===== src/rtl/boot_sequencer.sv =====
// ---------------------------------------------------------------------------
// boot_sequencer
//
// Test-harness controller for one RV32 core. It accepts a program image as
// 32-bit words over a valid/ready stream, writes each word byte-serially into
// the core's unified memory through mem_en/mem_addr/mem_data, then releases
// the core from reset and watches gp/a7/a0 for the riscv-tests exit ecall.
// The outcome is reported as pass / fail (with failing test number) / timeout.
//
// Optional feature macro: BOOT_SEQ_CHECKSUM_EN
//   When defined, adds output load_csum, the mod-2^WIDTH sum of all accepted
//   words (overflow words included), cleared by start and by reset.
//
// Ports
//   clock, reset_n             core clock, asynchronous active-low reset
//   start                      pulse: begin a load (only in IDLE or DONE)
//   load_valid/ready/data/last program word stream, little-endian words
//   core_reset                 active-high reset to the core
//   mem_en/mem_addr/mem_data   byte write port into core memory
//   core_gp/core_a7/core_a0    observed core registers x3 / x17 / x10
//   busy, done                 status (busy = not IDLE and not DONE)
//   pass, timeout, load_err    result flags, valid while done
//   fail_test                  gp>>1 sampled at exit, 0 on pass
//   run_cycles                 saturating count of RUN/SETTLE_W cycles
// ---------------------------------------------------------------------------
module boot_sequencer #(
    parameter int WIDTH      = 32,
    parameter int MEM_DEPTH  = 4096,
    parameter int END_A7     = 93,
    parameter int SETTLE     = 4,
    parameter int MAX_CYCLES = 100000
) (
    input  logic             clock,
    input  logic             reset_n,
    input  logic             start,
    input  logic             load_valid,
    output logic             load_ready,
    input  logic [WIDTH-1:0] load_data,
    input  logic             load_last,
    output logic             core_reset,
    output logic             mem_en,
    output logic [WIDTH-1:0] mem_addr,
    output logic [WIDTH-1:0] mem_data,
    input  logic [WIDTH-1:0] core_gp,
    input  logic [WIDTH-1:0] core_a7,
    input  logic [WIDTH-1:0] core_a0,
    output logic             busy,
    output logic             done,
    output logic             pass,
    output logic             timeout,
    output logic             load_err,
    output logic [WIDTH-1:0] fail_test,
    output logic [31:0]      run_cycles
`ifdef BOOT_SEQ_CHECKSUM_EN
    ,
    output logic [WIDTH-1:0] load_csum
`endif
);

    typedef enum logic [2:0] {
        S_IDLE,
        S_LOAD_WAIT,
        S_LOAD_BYTE,
        S_RELEASE,
        S_RUN,
        S_SETTLE_W,
        S_DONE
    } state_t;

    state_t           state_q, state_d;
    logic [WIDTH-1:0] idx_q, idx_d;
    logic [1:0]       byte_q, byte_d;
    logic [WIDTH-1:0] word_q, word_d;
    logic             last_q, last_d;
    logic             drop_q, drop_d;
    logic [3:0]       settle_q, settle_d;
    logic [31:0]      run_cycles_q, run_cycles_d;
    logic             pass_q, pass_d;
    logic             timeout_q, timeout_d;
    logic             load_err_q, load_err_d;
    logic [WIDTH-1:0] fail_test_q, fail_test_d;
`ifdef BOOT_SEQ_CHECKSUM_EN
    logic [WIDTH-1:0] csum_q, csum_d;
`endif

    logic [31:0]      rc_inc;
    logic             exit_seen;
    logic             gp_a0_ok;

    always_ff @(posedge clock or negedge reset_n) begin
        if (!reset_n) begin
            state_q      <= S_IDLE;
            idx_q        <= '0;
            byte_q       <= '0;
            word_q       <= '0;
            last_q       <= 1'b0;
            drop_q       <= 1'b0;
            settle_q     <= '0;
            run_cycles_q <= '0;
            pass_q       <= 1'b0;
            timeout_q    <= 1'b0;
            load_err_q   <= 1'b0;
            fail_test_q  <= '0;
`ifdef BOOT_SEQ_CHECKSUM_EN
            csum_q       <= '0;
`endif
        end else begin
            state_q      <= state_d;
            idx_q        <= idx_d;
            byte_q       <= byte_d;
            word_q       <= word_d;
            last_q       <= last_d;
            drop_q       <= drop_d;
            settle_q     <= settle_d;
            run_cycles_q <= run_cycles_d;
            pass_q       <= pass_d;
            timeout_q    <= timeout_d;
            load_err_q   <= load_err_d;
            fail_test_q  <= fail_test_d;
`ifdef BOOT_SEQ_CHECKSUM_EN
            csum_q       <= csum_d;
`endif
        end
    end

    // Saturating increment so a very long run never wraps back to small values.
    assign rc_inc    = (run_cycles_q == '1) ? run_cycles_q : run_cycles_q + 32'd1;
    assign exit_seen = (core_a7 == WIDTH'(END_A7));
    // Load overflow taints the result even if the core reports success.
    assign gp_a0_ok  = (core_gp == WIDTH'(1)) && (core_a0 == '0) && !load_err_q;

    always_comb begin
        state_d      = state_q;
        idx_d        = idx_q;
        byte_d       = byte_q;
        word_d       = word_q;
        last_d       = last_q;
        drop_d       = drop_q;
        settle_d     = settle_q;
        run_cycles_d = run_cycles_q;
        pass_d       = pass_q;
        timeout_d    = timeout_q;
        load_err_d   = load_err_q;
        fail_test_d  = fail_test_q;
`ifdef BOOT_SEQ_CHECKSUM_EN
        csum_d       = csum_q;
`endif

        case (state_q)
            S_IDLE, S_DONE: begin
                if (start) begin
                    state_d      = S_LOAD_WAIT;
                    idx_d        = '0;
                    run_cycles_d = '0;
                    pass_d       = 1'b0;
                    timeout_d    = 1'b0;
                    load_err_d   = 1'b0;
                    fail_test_d  = '0;
`ifdef BOOT_SEQ_CHECKSUM_EN
                    csum_d       = '0;
`endif
                end
            end
            S_LOAD_WAIT: begin
                if (load_valid) begin
                    // Words past the end of memory are still consumed so the
                    // stream drains, but they never reach the write port.
                    state_d = S_LOAD_BYTE;
                    byte_d  = 2'd0;
                    word_d  = load_data;
                    last_d  = load_last;
                    drop_d  = (idx_q >= WIDTH'(MEM_DEPTH / 4));
                    if (idx_q >= WIDTH'(MEM_DEPTH / 4)) begin
                        load_err_d = 1'b1;
                    end
`ifdef BOOT_SEQ_CHECKSUM_EN
                    csum_d  = csum_q + load_data;
`endif
                end
            end
            S_LOAD_BYTE: begin
                byte_d = byte_q + 2'd1;
                if (byte_q == 2'd3) begin
                    if (!drop_q) begin
                        idx_d = idx_q + WIDTH'(1);
                    end
                    state_d = last_q ? S_RELEASE : S_LOAD_WAIT;
                end
            end
            S_RELEASE: begin
                state_d = S_RUN;
            end
            S_RUN: begin
                run_cycles_d = rc_inc;
                // Exit is checked first: an exit on the budget's last cycle
                // still counts as a normal completion.
                if (exit_seen) begin
                    state_d  = S_SETTLE_W;
                    settle_d = '0;
                end else if (rc_inc >= 32'(MAX_CYCLES)) begin
                    state_d     = S_DONE;
                    timeout_d   = 1'b1;
                    pass_d      = 1'b0;
                    fail_test_d = core_gp >> 1;
                end
            end
            S_SETTLE_W: begin
                run_cycles_d = rc_inc;
                settle_d     = settle_q + 4'd1;
                if (settle_q == 4'(SETTLE - 1)) begin
                    state_d     = S_DONE;
                    pass_d      = gp_a0_ok;
                    fail_test_d = gp_a0_ok ? '0 : (core_gp >> 1);
                end
            end
            default: begin
                state_d = S_IDLE;
            end
        endcase
    end

    assign load_ready = (state_q == S_LOAD_WAIT);
    assign mem_en     = (state_q == S_LOAD_BYTE) && !drop_q;
    assign mem_addr   = (state_q == S_LOAD_BYTE) ? {idx_q[WIDTH-3:0], byte_q} : '0;
    assign mem_data   = (state_q == S_LOAD_BYTE) ?
                        {{(WIDTH-8){1'b0}}, word_q[8*byte_q +: 8]} : '0;
    assign core_reset = !((state_q == S_RUN) || (state_q == S_SETTLE_W));
    assign busy       = (state_q != S_IDLE) && (state_q != S_DONE);
    assign done       = (state_q == S_DONE);
    assign pass       = pass_q;
    assign timeout    = timeout_q;
    assign load_err   = load_err_q;
    assign fail_test  = fail_test_q;
    assign run_cycles = run_cycles_q;
`ifdef BOOT_SEQ_CHECKSUM_EN
    assign load_csum  = csum_q;
`endif

endmodule


===== config.mk =====
export PLATFORM = sky130hd
export DESIGN_NAME = boot_sequencer
export DESIGN_NICKNAME = d
export VERILOG_FILES = /design/src/rtl/boot_sequencer.sv
export SDC_FILE = /design/constraint.sdc
export NUM_CORES = 1
export LEC_CHECK = 0
export BUFFER_PORTS_ARGS = -buffer_cell sky130_fd_sc_hd__buf_2
export CORE_MARGIN = 8
export CORE_UTILIZATION = 25
export DETAILED_ROUTE_END_ITERATION = 16
export SLEW_MARGIN = 20
export SYNTH_ARGS = -nofsm -noshare
export SYNTH_HDL_FRONTEND = slang
export SYNTH_SLANG_ARGS = --single-unit
export TNS_END_PERCENT = 5

===== constraint.sdc =====
create_clock -name clock -period 4.05 [get_ports clock]
set_clock_uncertainty 0.15 [all_clocks]
set_input_delay 0.2025 -clock clock [delete_from_list [all_inputs] [get_ports clock]]
set_output_delay 0.2025 -clock clock [all_outputs]
set_load 0.01 [all_outputs]

# [Word level (Yosys, flattened, before mapping)]
# Cells that the tools add are included.
[word_totals] regBits=142 latchBits=0 ramBits=0 mem_bits_ro=0 output_inout_bits=136 wordCells=106 n_memories=0
[op_classes] addsub=4 multipliers=0 div_mod_pow=0 magnitude_cmp=2 n_eq_ne=22 n_shift=1 mux=36 bitwise_logic=0 n_reduce_logical=29
[op_table] operator="32-bit 2-to-1 mux" count=8
[op_table] operator="32-bit one-hot mux with 2 select lines" count=2
[op_table] operator="32-bit one-hot mux with 3 select lines" count=1
[op_table] operator="32-bit by 1-bit adder with 32-bit output, second input constant" count=2
[op_table] operator="32-bit by 1-bit == test with 1-bit output, second input constant" count=1
[op_table] operator="32-bit == test, second input constant" count=1
[op_table] operator="32-bit by 7-bit == test with 1-bit output, second input constant" count=1
[op_table] operator="32-bit by 11-bit >= comparator with 1-bit output, second input constant" count=1
[op_table] operator="32-bit by 17-bit >= comparator with 1-bit output, second input constant" count=1
[op_table] operator="32-bit zero test" count=1
[op_table] operator="32-bit by 6-bit variable part select with 8-bit output" count=1
[op_table] operator="31-bit 2-to-1 mux" count=1
[op_table] operator="3-bit 2-to-1 mux" count=6
[op_table] operator="3-bit one-hot mux with 6 select lines" count=1
[op_table] operator="2-bit != test, second input constant" count=8
[op_table] operator="4-bit AND reduction" count=3
[op_table] operator="2-bit nonzero test" count=6
[op_table] operator="5-bit AND reduction" count=2
[op_table] operator="3-bit == test, second input constant" count=3
[op_table] operator="1-bit 2-to-1 mux" count=8
[op_table] operator="8-bit 2-to-1 mux" count=1
[op_table] operator="4-bit one-hot mux with 2 select lines" count=1
[op_table] operator="2-bit AND reduction" count=4
[op_table] operator="3-bit by 2-bit == test with 1-bit output, second input constant" count=2
[op_table] operator="18 further kinds" count=28

# [Longest topological paths before layout]
[logic_depth] word_depth=6 mapped_depth=11 ltp_nobuf=9

# [Worst setup path before layout]
# OpenSTA, ideal clock, no wires.
[synth_timing] path_type="flip-flop to flip-flop" from="reg run_cycles_q[0], in the netlist run_cycles[0]" to="reg state_q[1]" arrival_ps=3185 setup_slack_ps=588 path_stages_with_launch=11 cell_sequence="dfrtp_1 -> ha_1 -> nand4_1 -> or4_1 -> buf_2 -> nor4_1 -> xnor2_1 -> nand3_2 -> or3b_1 -> o31ai_1 -> mux2_1"
[synth_between] elab_chain_cells=5 elab_cells_between_ends=6 classes_between="add/sub: 1; order compare: 1; eq/ne: 2; mux: 1; reduce/logical: 1"
[synth_rtl] element="from (decl)" line="77" source="logic [31:0] run_cycles_q, run_cycles_d;"
[synth_rtl] element="from (signal assigned)" line="115" source="run_cycles_q <= run_cycles_d;"
[synth_rtl] element="32-bit by 1-bit adder with 32-bit output or 32-bit == test (tied branches)" line="127" source="assign rc_inc = (run_cycles_q == '1) ? run_cycles_q : run_cycles_q + 32'd1;"
[synth_rtl] element="32-bit 2-to-1 mux (*)" line="127"
[synth_rtl] element="32-bit by 17-bit >= comparator with 1-bit output (*)" line="200" source="end else if (rc_inc >= 32'(MAX_CYCLES)) begin"
[synth_rtl] element="3-bit != test (no source line) (*)"
[synth_rtl] element="5-bit AND reduction (no source line) (*)"
[synth_rtl] element="to (signal assigned)" line="108" source="state_q <= state_d;"
[synth_rtl] element="to (decl)" line="70" source="state_t state_q, state_d;"
# Every way passes the cells marked *; elsewhere a longest branch is shown, timed or not.
# A chain may end at the register's enable or synchronous reset.

# [Final worst setup path]
# Same ends and word-level chain as after synthesis.

==> results.toml <==
[layout]
antenna_cells = 0
final_cell_mix = "buf_2 (242), dfrtp_1 (141), inv_1 (78)"
nNetsFinal = 1329
layout.cells.non_filler = 1645
num-fill-cells = 3384
drive_above_1_share_pct = 30.6
area_delta_synth_final_pct = 35.9
layout_commonest_cell = "buf_2"

[cts]
clockRootBuffer = "clkbuf_16"
cts-resized-gates = 0
ctsLongestPathBuffers = 2
clock_latency_ps = 430
hold_buffers = 66
clock_sinks = 141
postCtsSetupRepairBufs = 0
cts-buffers-inserted = 17
htree_levels = 4
path_clk_slew_ps = 70
cts_tree = "yes"

[detailed_routing]
vias = 7852
wirelength_um = 29800
detail_route.wl_per_cell_um = 18.1
viasPerCell = 4.77
first_pass_iters = 5
drt_iter0_markers = 483
ant_nets = 0
drc = 0

[grt]
grt_overflow = 0
grt_start_max_net_pins = 80
gr-usage-all-layers_pct = 15.1
use_met3_pct = 4.77
grt_pass1_vias = 8110
use_met2_pct = 24.7
grt_util_met1_pct = 18.5
grt_pass1_wl_um = 46500
grt_antenna_before_repair = 0
grt_busiest_layer = "met2"

[synthesis]
synth_edf_count = 0
synthCells = 888
async_flop_share_pct = 100
synth.distinct_cells = 72
seq_area_frac_synth_pct = 42.9
syn_area_per_cell_um2 = 9.26
syn-cell-area_um2 = 8220
ys_ff_latch = 141
yosys_most_used_dff = "dfrtp_1"
yosys_warnings = 0

[critical_path]
cp-start-kind = "register"
cpPeakStageDelay_ps = 590
cp-end-kind = "register"
crit_path_frequent_cell = "nand4_1"
path_class = "register to register"
worstPathRequired_ps = 4210
path_max_fanout = 8
worst_r2r_path_depth = 10
crit_chain = "ha_1 > nand4_1 > or4_1 > buf_4 > nor3_4 > a41o_1 > nand4_1 > or2_1 > o31ai_1 > mux2_1"
slowest_stage = "or4_1"
cp.arrival_ps = 3820

[timing]
holdWs_ps = 147
period_needed_ps = 3660
relSlewSlack_pct = 40.9
rsz0062_at_grt = "false"
setup_tns_ps = 0
worst_pin_slew_ps = 878
setup_viol_count_final = 0
finalCritPeriodShare_pct = 90.3
final_hold_viol_count = 0
fmax_ghz = 0.273
drv_slew = 0

[floorplanning]
core_um2 = 32500
die_h_um = 197
ios = 269
die_w_um = 197
start_util_pct = 25.3
row_count = 66
die_area_um2 = 38900

[pwr]
p_int_mw = 3.54
pwr-share-comb_pct = 34.2
clkPwrFrac_pct = 29.6
vdd_drop_max_uv = 321
leakagePower_nw = 5.29
seqPwrFrac_pct = 36.2
p_sw_share_pct = 37.2
powerDensity_nw_per_um2 = 505
switchingPower_mw = 2.10
fin_total_pwr_mw = 5.64

[placed_design]
dp_cells = 1547
dpl.hpwl_um = 22400
numPortBuffers = 243
gp_congestion = 0.947

[job]
max_cap_violations = 0

[outcome]
status = "completed"

[hold_path]
hold_class = "input pin to register"
holdPathStages = 6
==> power groups by stage <==
stage	Combinational [mW]	Sequential, mW	Clock [mW]
5_1_grt	2.14	2.09	1.77
3_3_place_gp	1.86	2.05	0
3_5_place_dp	1.89	2.07	0
4_1_cts	1.95	2.04	1.72
6_report	1.93	2.04	1.67
2_1_floorplan	1.16	2.04	0
==> Yosys cell counts, types with 3 or more instances <==
library cell | n | area share [%]
o22ai_1 | 35 | 2.7
nor2b_1 | 8 | 0.61
buf_4 | 28 | 2.6
a21o_1 | 3 | 0.27
nor3_1 | 8 | 0.49
nand3_1 | 40 | 2.4
dfrtp_1 | 141 | 43
inv_1 | 78 | 3.6
o21ai_0 | 56 | 3.4
and4_1 | 11 | 1.2
or2_2 | 3 | 0.23
nor2_1 | 72 | 3.3
nand2b_1 | 5 | 0.38
mux4_2 | 8 | 2.2
and3_1 | 8 | 0.61
xnor2_1 | 16 | 1.7
mux2_2 | 35 | 4.8
nor4_1 | 30 | 2.3
clkbuf_1 | 28 | 1.3
and2_1 | 38 | 2.9
or4_1 | 4 | 0.37
o21a_1 | 3 | 0.27
a31oi_1 | 16 | 1.2
ha_1 | 6 | 0.91
or3_1 | 8 | 0.61
nor3b_1 | 3 | 0.27
a22o_1 | 3 | 0.32
a21oi_1 | 18 | 1.1
o31ai_1 | 6 | 0.55
clkbuf_2 | 3 | 0.18
o41ai_1 | 4 | 0.43
nand2_1 | 42 | 1.9
xor2_1 | 21 | 2.2
nand4_1 | 35 | 2.7
buf_2 | 13 | 0.79
o311ai_0 | 3 | 0.32
==> final cells by class <==
class / count / area (µm²) / share of cell area (%)
clock buffer: 17 / 425 / 3.81
clock inverter: 15 / 190 / 1.70
inverter: 79 / 297 / 2.65
multi-input combinational: 618 / 4100 / 36.7
sequential: 141 / 3530 / 31.6
tap: 442 / 553 / 4.95
timing repair buffer: 333 / 2080 / 18.6
==> final timing paths <==
kind	start	slack, ps	endpoint
max	run_cycles[0]	390	state_q[1]
min	core_a7[5]	150	state_q[0]
max reg2reg	run_cycles[0]	390	state_q[1]
min reg2reg	word_q[26]	350	word_q[26]
max in group asynchronous	reset_n	2560	run_cycles[28]
min in group asynchronous	reset_n	250	fail_test[29]
==> worst max-delay path, delay by kind of cell (launching register included) <==
kind	cells	cell delay, ps
AOI/OAI and AO/OA	2	570
adders and majority gates	1	250
buffers and inverters	1	200
DFF	1	430
muxes	1	350
and+or+nand+nor	5	1600
==> sequential cells by signal, summed over array words and instances, names as in the netlist <==
signal      count
fail_test      31
load_err        1
timeout         1
settle_q        4
pass            1
drop_q          1
idx_q          32
word_q         32
byte_q          2
run_cycles     32
last_q          1
state_q         3
==> metrics by stage <==
stage | setup slack, ps | cell area, µm² | util, %
floorplan | 588 | 8310 | -
global placement | 501 | 9890 | 30.5
CTS | 393 | 11200 | 34.4
detailed placement | 401 | 9890 | 30.5
global route | 155 | 11200 | 34.4
finish | 393 | 11200 | 34.4
==> routing by layer <==
metal	wire length (µm)	share of wire, %	vias up
li1	-	-	3748
met1	12600	42	3757
met2	13800	46	313
met3	2710	9.1	34
met4	749	2.5	0
met5	0	0	-
==> cell families (layout without fill, tap and decap cells) <==
group                    Yosys count  in the layout  synth area share, %
multiplexers                      45             45                 7.24
flip-flops                       141            141                 42.9
XOR/XNOR                          37             37                 3.94
other                              1             25               0.0456
buffers and inverters            153            444                 8.51
AO/OA/AOI/OAI                    171            171                 13.6
adder cells (fa/ha/maj)            6              6                0.913
AND/OR/NAND/NOR                  334            334                 22.9
No activity file was read; power rests on OpenSTA's default activity.
